### config.mk
export PLATFORM = sky130hd
export DESIGN_NAME = fetch_ctrl
export DESIGN_NICKNAME = d
export VERILOG_FILES = /design/src/rtl/fetch_ctrl_pkg.sv /design/src/rtl/fetch_ctrl.sv
export SDC_FILE = /design/constraint.sdc
export NUM_CORES = 1
export LEC_CHECK = 0
export ABC_AREA = 1
export ABC_CLOCK_PERIOD_IN_PS = 3850
export CAP_MARGIN = 5
export CORE_ASPECT_RATIO = 0.7
export CORE_MARGIN = 2
export CORE_UTILIZATION = 45
export CTS_BUF_LIST = sky130_fd_sc_hd__clkbuf_4 sky130_fd_sc_hd__clkbuf_8
export CTS_CLUSTER_DIAMETER = 150
export DETAILED_ROUTE_END_ITERATION = 8
export DONT_BUFFER_PORTS = 1
export GPL_ROUTABILITY_DRIVEN = 0
export GPL_TIMING_DRIVEN = 0
export PLACE_DENSITY = 0.63
export RECOVER_POWER = 50
export SYNTH_ARGS = -nofsm -noshare
export SYNTH_HDL_FRONTEND = slang
export SYNTH_SLANG_ARGS = --single-unit
### constraint.sdc
create_clock -name Clk -period 3.85 [get_ports Clk]
set_input_delay 0.77 -clock Clk [delete_from_list [all_inputs] [get_ports Clk]]
set_output_delay 0.77 -clock Clk [all_outputs]
set_load 0.03 [all_outputs]
### src/rtl/fetch_ctrl_pkg.sv
// Shared definitions for the MIPS core fetch path: FSM encoding,
// sequential PC increment and word-alignment mask.
package fetch_ctrl_pkg;

  typedef enum logic [1:0] {
    IDLE  = 2'd0,
    REQ   = 2'd1,
    VALID = 2'd2
  } fetch_state_t;

  localparam int unsigned PC_INC = 4;

  // Low address bits that must be zero for a word-aligned instruction address
  localparam logic [1:0] ALIGN_MASK = 2'b11;

endpackage

### src/rtl/fetch_ctrl.sv
// Fetch controller: reads the instruction at PC from a handshaked
// instruction memory, presents it to the decoder and computes nextPC so
// that the PC register (loaded every cycle) only advances on handoff.
module fetch_ctrl
  import fetch_ctrl_pkg::*;
#(
  parameter int ADDR_W = 32,
  parameter int DATA_W = 32
) (
  input  logic              Clk,
  input  logic              Rst,
  input  logic [ADDR_W-1:0] PC,
  output logic [ADDR_W-1:0] nextPC,
  output logic              ImemReq,
  output logic [ADDR_W-1:0] ImemAddr,
  input  logic              ImemAck,
  input  logic [DATA_W-1:0] ImemRdata,
  output logic [DATA_W-1:0] Instr,
  output logic              InstrValid,
  input  logic              InstrReady,
  input  logic              BranchTaken,
  input  logic [ADDR_W-1:0] BranchTarget,
  output logic              AlignErr
);

  fetch_state_t state, state_nxt;
  logic              handoff;
  logic              misaligned;
  logic [ADDR_W-1:0] target;

  // Redirect target is forced word-aligned; sequential path wraps naturally
  assign misaligned = |(BranchTarget[1:0] & ALIGN_MASK);
  assign target     = BranchTaken ? {BranchTarget[ADDR_W-1:2], 2'b00}
                                  : ImemAddr + ADDR_W'(PC_INC);

  // State register
  always_ff @(posedge Clk or negedge Rst) begin
    if (!Rst) state <= IDLE;
    else      state <= state_nxt;
  end

  // Next-state logic
  always_comb begin
    state_nxt = state;
    case (state)
      IDLE:    state_nxt = REQ;
      REQ:     if (ImemAck) state_nxt = VALID;
      VALID:   if (InstrReady) state_nxt = REQ;
      default: state_nxt = IDLE;
    endcase
  end

  // Outputs decoded from the registered state: ImemReq and InstrValid fall
  // the instant reset asserts because the state register clears asynchronously
  always_comb begin
    ImemReq    = (state == REQ);
    InstrValid = (state == VALID);
    handoff    = (state == VALID) && InstrReady;
    nextPC     = handoff ? target : PC;
  end

  // Fetch address, instruction and alignment-error registers
  always_ff @(posedge Clk or negedge Rst) begin
    if (!Rst) begin
      ImemAddr <= '0;
      Instr    <= '0;
      AlignErr <= 1'b0;
    end else begin
      AlignErr <= 1'b0;
      case (state)
        IDLE: ImemAddr <= PC;
        REQ:  if (ImemAck) Instr <= ImemRdata;
        VALID: begin
          if (InstrReady) begin
            ImemAddr <= target;
            AlignErr <= BranchTaken && misaligned;
          end
        end
        default: ;
      endcase
    end
  end

endmodule

==> results of run 1 <==
[state kept, by name, summed over array words and instances, names as in the netlist]
name / flops
state: 2
ImemAddr: 32
AlignErr: 1
Instr: 32
[final timing paths]
path | startpoint | to | slack, ns | depth (start not counted)
setup / recovery | state[1] | nextPC[8] | 0.47 | 8
max in group asynchronous | Rst | Instr[19] | 3.59 | 0
hold / removal | Rst | ImemAddr[19] | 0.10 | 0
setup reg to reg | state[1] | ImemAddr[5] | 1.63 | 7
min in group Clk | ImemAck | state[0] | 0.52 | 1
hold reg to reg | Instr[5] | Instr[5] | 0.73 | 1
[area by class of cell]
cell class,count,area (um2)
Buffer,27,122.6
Clock buffer,10,131.4
Clock inverter,6,66.31
Fill cell,1003,4885
Inverter,61,229.0
Multi-Input combinational cell,486,2489
Sequential cell,67,1677
Tap cell,128,160.2
[cells in the mapped netlist]
master,n,area share
sky130_fd_sc_hd__o21ai_1,18,0.020
sky130_fd_sc_hd__inv_1,55,0.046
sky130_fd_sc_hd__o21ai_2,3,0.0058
sky130_fd_sc_hd__nand3b_1,2,0.0033
sky130_fd_sc_hd__o21bai_1,6,0.0099
sky130_fd_sc_hd__inv_2,6,0.0050
sky130_fd_sc_hd__buf_4,2,0.0033
sky130_fd_sc_hd__clkbuf_1,11,0.0091
sky130_fd_sc_hd__xnor2_1,1,0.0019
sky130_fd_sc_hd__nand2_2,5,0.0069
sky130_fd_sc_hd__nand3_1,52,0.057
sky130_fd_sc_hd__mux2i_1,1,0.0022
sky130_fd_sc_hd__nand2_1,228,0.19
sky130_fd_sc_hd__nor2_1,37,0.031
sky130_fd_sc_hd__nor2_4,8,0.020
sky130_fd_sc_hd__and2_1,2,0.0028
sky130_fd_sc_hd__o21ai_0,45,0.050
sky130_fd_sc_hd__ha_1,1,0.0028
sky130_fd_sc_hd__nand3_2,3,0.0066
sky130_fd_sc_hd__o22ai_1,2,0.0028
sky130_fd_sc_hd__nand2_4,2,0.0050
sky130_fd_sc_hd__mux2_1,11,0.027
sky130_fd_sc_hd__nor2_8,3,0.013
sky130_fd_sc_hd__o211ai_1,3,0.0050
sky130_fd_sc_hd__buf_2,14,0.015
sky130_fd_sc_hd__mux2_2,21,0.052
sky130_fd_sc_hd__a21oi_2,1,0.0019
sky130_fd_sc_hd__a21oi_1,28,0.031
sky130_fd_sc_hd__dfrtp_1,67,0.37
sky130_fd_sc_hd__nor2_2,3,0.0041
[critical path, cell delays in order (launching register included)]
cell,delay (ns)
sky130_fd_sc_hd__dfrtp_1,0.32
sky130_fd_sc_hd__clkbuf_1,0.33
sky130_fd_sc_hd__inv_2,0.19
sky130_fd_sc_hd__nor2_4,0.20
sky130_fd_sc_hd__inv_2,0.10
sky130_fd_sc_hd__nor2_4,0.27
sky130_fd_sc_hd__inv_1,0.09
sky130_fd_sc_hd__buf_2,0.20
sky130_fd_sc_hd__o21ai_1,0.57
[metal layers]
| metal | global-route usage | share of wire | vias up | routed length [um] |
|---|---|---|---|---|
| li1 | - | - | 2088 | - |
| met1 | 0.3560 | 0.44 | 2059 | 6290 |
| met2 | 0.3976 | 0.45 | 191 | 6362 |
| met3 | 0.08138 | 0.097 | 10 | 1374 |
| met4 | 0.05209 | 0.0097 | 0 | 137 |
| met5 | 0 | 0 | - | 0 |
[power groups by stage]
stage                     Sequential, mW  Combinational, mW  Clock, mW
after floorplan                     2.04               1.24          0
after global placement              2.19               1.49          0
after detailed placement            2.20               1.54          0
after CTS                           2.19               1.55      0.612
after global routing                2.24               1.73      0.639
final                               2.18               1.54      0.597
[cells by family after synthesis]
logic type               count (synthesis)
AO/OA/AOI/OAI                          106
buffers and inverters                   88
multiplexers                            33
XOR/XNOR                                 1
adder cells (fa/ha/maj)                  1
AND/OR/NAND/NOR                        345
flip-flops                              67
==> run metrics, run 1 <==
relative contribution of sequential cells to total power=0.506; most common cell after layout, fill and taps aside=sky130_fd_sc_hd__nand2_1; root buffer cell=sky130_fd_sc_hd__clkbuf_8; actual transition at the worst max-transition pin=0.9833 ns; startpoint-to-endpoint class of the critical path=flop to output pin; headroom to the max-slew limit=0.3375; area of the die=10900 um2; number of antenna violations at the first check in global routing=0; setup repair after global routing missed its margin=no; compound-gate portion of the synthesized area=0.1260; period utilisation layout=0.8790; fraction of layout cells with a size suffix above 1=0.1248; number of port buffers=0; Synth Area in Adders=0.002762; clock transition time at the flip-flop clock pins of the worst setup and hold paths=0.08 ns; type of the tightest min-delay check=input pin to asynchronous set/reset pin; worst-case vdd ir drop=0.4485 mV; Core Area=9759 um2; half-perimeter wire length after detailed placement=10930 um; Horiz. Die Dim=123.9 um; pin count of the biggest net entering global routing=68; vertical extent of the die=87.94 um; final wirelength=14160 um; post-synthesis instance total=641; shortest clock period the worst path allows after layout=3.384 ns; routed via count=4348; count of H-tree levels built during CTS=3; status=finished clean; startpoint type of the worst setup path=flop; sw power=2.441 mW; Bufs on Longest Clock Path=2; Starting Density=0.4641; Inserted Clock Buffers=9; later-pin clock latency in the skew report=0.35 ns; I/O pins=200; static leakage=2.323 nW; XOR/XNOR Fraction of Synth Area=0.001934; worst-case clock skew=0.008928 ns; top achievable clock speed=295.5 MHz; number of remaining DRC errors=0; worst hold slack=0.1044 ns; Total GRT Usage=0.2568; total internal power=1.879 mW; arrival time at the worst endpoint=2.61 ns; # rows=30; max-slew violations=0; number of synthesis warnings=0; via density per instance=5.539; Setup Buffers After CTS=0; number of sinks driven by the clock tree=67; Design Power=4.320 mW; hold_buf cts=0; Total Neg Setup Slack=0 ns; number of setup violations in the final report=0; via count of the first global-routing pass=4035; Placed Area=4690 um2; relative contribution of combinational cells to total power=0.356; cts repair resizes=0; synthesized-area fraction occupied by and/or/nand/nor cells=0.3390; share of cell area taken by muxes after synthesis=0.08177; final-report hold violation count=0; post-route standard cell area excluding fillers=4875 um2; share of the yosys chip area belonging to registers=0.3702; switching share of power=0.5651; TritonCTS clock tree=done; Clk network pwr share=0.138; max-cap violations=0; remaining antenna violation count=0; flop and latch count out of synthesis=67; Power per Cell Area=886.2 nW/um2; first-pass iteration count of the detailed router=5; required time of the critical path=3.08 ns; Antenna Diode Count=0; setup slack after placement=0.8907 ns; area growth from synthesis to layout=7.624%; synthesized netlist net count=743; Remaining Overflow, GRT=0; Routed wire per std cell=18.04 um; highest-count cells in the layout ignoring fill and taps=sky130_fd_sc_hd__nand2_1 (229), sky130_fd_sc_hd__dfrtp_1 (67), sky130_fd_sc_hd__inv_1 (55), sky130_fd_sc_hd__nand3_1 (52), sky130_fd_sc_hd__o21ai_0 (45); critical path endpoint category=output pin; post-layout worst setup margin=0.4658 ns; maximum fanout along the worst path=10; count of cell types in the netlist=30; mapped cell area=4529 um2; combinational family with the most area after synthesis=simple AND/OR/NAND/NOR gates; Non-Filler Instances=785; syn_area_per_cell=7.066 um2; Post-Route Utilization=0.4995; net count of the finished layout=754; cell total after placement=769; first-iteration detailed-routing DRC count=300; global-route wire length before repair=21250 um
Power figures use the tool's default switching activity.
==> run 2, diff against run 1 <==
--- a/config.mk
+++ b/config.mk
@@ -16,7 +16,6 @@
 export DETAILED_ROUTE_END_ITERATION = 8
 export DONT_BUFFER_PORTS = 1
 export GPL_ROUTABILITY_DRIVEN = 0
-export GPL_TIMING_DRIVEN = 0
 export PLACE_DENSITY = 0.63
 export RECOVER_POWER = 50
 export SYNTH_ARGS = -nofsm -noshare
==> run metrics, run 2 (same netlist as run 1, synthesis figures left out) <==
status=finished clean (unchanged); Antenna Diode Count=0 (unchanged); registers with the most flip-flops=ImemAddr: 32 flops, Instr: 32 flops, state: 2 flops (unchanged); Power per Cell Area=857.9 nW/um2 (was 886.2 nW/um2); critical path endpoint category=output pin (unchanged); startpoint type of the worst setup path=flop (unchanged); # rows=30 (unchanged); post-layout worst setup margin=0.6570 ns (was 0.4658 ns); arrival time at the worst endpoint=2.42 ns (was 2.61 ns); shortest clock period the worst path allows after layout=3.193 ns (was 3.384 ns); Core Area=9759 um2 (unchanged); cell total after placement=770 (was 769); pin count of the biggest net entering global routing=68 (unchanged); later-pin clock latency in the skew report=0.35 ns (about the same); gate family responsible for the most delay along the worst path=simple AND/OR/NAND/NOR gates (was buffers and inverters); vertical extent of the die=87.94 um (unchanged); top achievable clock speed=313.2 MHz (was 295.5 MHz); relative contribution of combinational cells to total power=0.355 (was 0.356); Horiz. Die Dim=123.9 um (unchanged); worst r2r src=state[1] (unchanged); first-pass iteration count of the detailed router=5 (unchanged); type of the tightest min-delay check=input pin to asynchronous set/reset pin (unchanged); remaining antenna violation count=0 (unchanged); Total Neg Setup Slack=0 ns (unchanged); sw power=2.373 mW (was 2.441 mW); root buffer cell=sky130_fd_sc_hd__clkbuf_8 (unchanged); cts repair resizes=0 (unchanged); Remaining Overflow, GRT=0 (unchanged); highest cell delay on the worst timing path=0.61 ns (was 0.57 ns); relative contribution of sequential cells to total power=0.514 (was 0.506); half-perimeter wire length after detailed placement=9494 um (was 10930 um); highest-count cells in the layout ignoring fill and taps=sky130_fd_sc_hd__nand2_1 (228), sky130_fd_sc_hd__dfrtp_1 (67), sky130_fd_sc_hd__inv_1 (55), sky130_fd_sc_hd__nand3_1 (52), sky130_fd_sc_hd__o21ai_0 (45) (was sky130_fd_sc_hd__nand2_1 (229), sky130_fd_sc_hd__dfrtp_1 (67), sky130_fd_sc_hd__inv_1 (55), sky130_fd_sc_hd__nand3_1 (52), sky130_fd_sc_hd__o21ai_0 (45)); first-iteration detailed-routing DRC count=248 (was 300); period utilisation layout=0.8293 (was 0.8790); I/O pins=200 (unchanged); TritonCTS clock tree=done (unchanged); area of the die=10900 um2 (unchanged); setup repair after global routing missed its margin=no (unchanged); worst reg2reg path endpoint=Instr[11] (was ImemAddr[5]); setup slack after placement=1.032 ns (was 0.8907 ns); fraction of layout cells with a size suffix above 1=0.1505 (was 0.1248); Starting Density=0.4641 (unchanged); worst r2r path cells=3 (was 7); Routed wire per std cell=16.48 um (was 18.04 um); number of port buffers=0 (unchanged); Non-Filler Instances=786 (was 785); net count of the finished layout=755 (was 754); max-slew violations=0 (unchanged); worst-case vdd ir drop=0.4465 mV (was 0.4485 mV); CP dominant cell by count=sky130_fd_sc_hd__nand2_1; worst-case clock skew=0.01441 ns (was 0.008928 ns); switching share of power=0.5579 (was 0.5651); clock transition time at the flip-flop clock pins of the worst setup and hold paths=0.09 ns (was 0.08 ns); Reg2Reg Setup Slack=1.79 ns (was 1.63 ns); required time of the critical path=3.08 ns (about the same); max-cap violations=0 (unchanged); number of setup violations in the final report=0 (unchanged); actual transition at the worst max-transition pin=0.8730 ns (was 0.9833 ns); count of H-tree levels built during CTS=3 (unchanged); number of antenna violations at the first check in global routing=0 (unchanged); area growth from synthesis to layout=9.447% (was 7.624%); Inserted Clock Buffers=9 (unchanged); maximum fanout along the worst path=6 (was 10); hold_buf cts=0 (unchanged); number of remaining DRC errors=0 (unchanged); startpoint-to-endpoint class of the critical path=flop to output pin (unchanged); total internal power=1.880 mW (was 1.879 mW); routed via count=4323 (was 4348); static leakage=2.383 nW (was 2.323 nW); Setup Buffers After CTS=0 (unchanged); Total GRT Usage=0.2362 (was 0.2568); final wirelength=12950 um (was 14160 um); # fillers=1005 (was 1003); Clk network pwr share=0.131 (was 0.138); via density per instance=5.500 (was 5.539); number of sinks driven by the clock tree=67 (unchanged); number of buffer and inverter stages on the critical path=1 (was 5); crit path max-delay cell type=sky130_fd_sc_hd__dfrtp_1 (was sky130_fd_sc_hd__o21ai_1); Post-Route Utilization=0.5079 (was 0.4995); Bufs on Longest Clock Path=2 (unchanged); most common cell after layout, fill and taps aside=sky130_fd_sc_hd__nand2_1 (unchanged); worst-path cell chain=ha_1 -> nand2_2 -> nor2_8 -> nand2_2 -> nor2_4 -> nand2_1 -> nand2_1 -> nand3_1 -> nand2_1 -> nand2_1 -> o21ai_0 -> buf_4 (was clkbuf_1 -> inv_2 -> nor2_4 -> inv_2 -> nor2_4 -> inv_1 -> buf_2 -> o21ai_1); global-route wire length before repair=19960 um (was 21250 um); headroom to the max-slew limit=0.4171 (was 0.3375); via count of the first global-routing pass=4066 (was 4035); final-report hold violation count=0 (unchanged)
## run 2: cell types whose count changed in the layout (fill, tap and decap cells not counted), moves of 2 or more
cell                       previous run  this run
sky130_fd_sc_hd__clkbuf_8             9        11
sky130_fd_sc_hd__buf_2               14         0
sky130_fd_sc_hd__clkbuf_1            12         0
sky130_fd_sc_hd__buf_4                1        28
## run 2: worst reg2reg max path: cells and delay by family, from the launching register on
family | cells | cell delay (ns)
DFF | 1 | 0.51
and+or+nand+nor | 2 | 0.94
muxes | 1 | 0.50
## run 2: cell type report
type                       count  area, um2  area share
sequential                    67       1677      0.3382
inverter                      61      229.0     0.04619
clock buffer                  12      158.9     0.03205
clock inverter                 4      25.02    0.005048
multi-input combinational    486       2497      0.5038
tap                          128      160.2     0.03231
timing repair buffer          28      210.2     0.04240
## run 2: worst max path at each step
stage | end | cells past startpoint | startpoint
2_1_floorplan | nextPC[24] | 11 | ImemAddr[3]
3_3_place_gp | nextPC[24] | 12 | ImemAddr[3]
3_5_place_dp | nextPC[24] | 12 | ImemAddr[3]
4_1_cts | nextPC[24] | 12 | ImemAddr[3]
5_1_grt | nextPC[24] | 12 | ImemAddr[3]
6_report | nextPC[24] | 12 | ImemAddr[3]
## run 2: power groups by stage
stage | Combinational, mW | Clock (mW) | Sequential (mW)
2_1_floorplan | 1.24 | 0 | 2.04
3_3_place_gp | 1.47 | 0 | 2.20
3_5_place_dp | 1.51 | 0 | 2.21
4_1_cts | 1.51 | 0.572 | 2.20
5_1_grt | 1.70 | 0.600 | 2.25
6_report | 1.51 | 0.557 | 2.19
## run 2: routing by layer
metal	global-route usage	wire length, um	vias to the layer above	share of wire
met4	0.05005	101	0	0.0078
met1	0.3092	5518	2018	0.43
met5	0	0	-	0
li1	-	-	2089	-
met3	0.08984	1421	10	0.11
met2	0.3761	5908	206	0.46
## run 2: metrics by stage
| stage | power, mW | hold WS [ns] | instance area (um2) |
|---|---|---|---|
| 2_1_floorplan | 3.283 | 0.4744 | 4529 |
| 3_3_place_gp | 3.666 | 0.4758 | 4773 |
| 3_5_place_dp | 3.712 | 0.4766 | 4773 |
| 4_1_cts | 4.277 | 0.08971 | 4957 |
| 5_1_grt | 4.550 | 0.08263 | 4957 |
| 6_report | 4.253 | 0.1080 | 4957 |
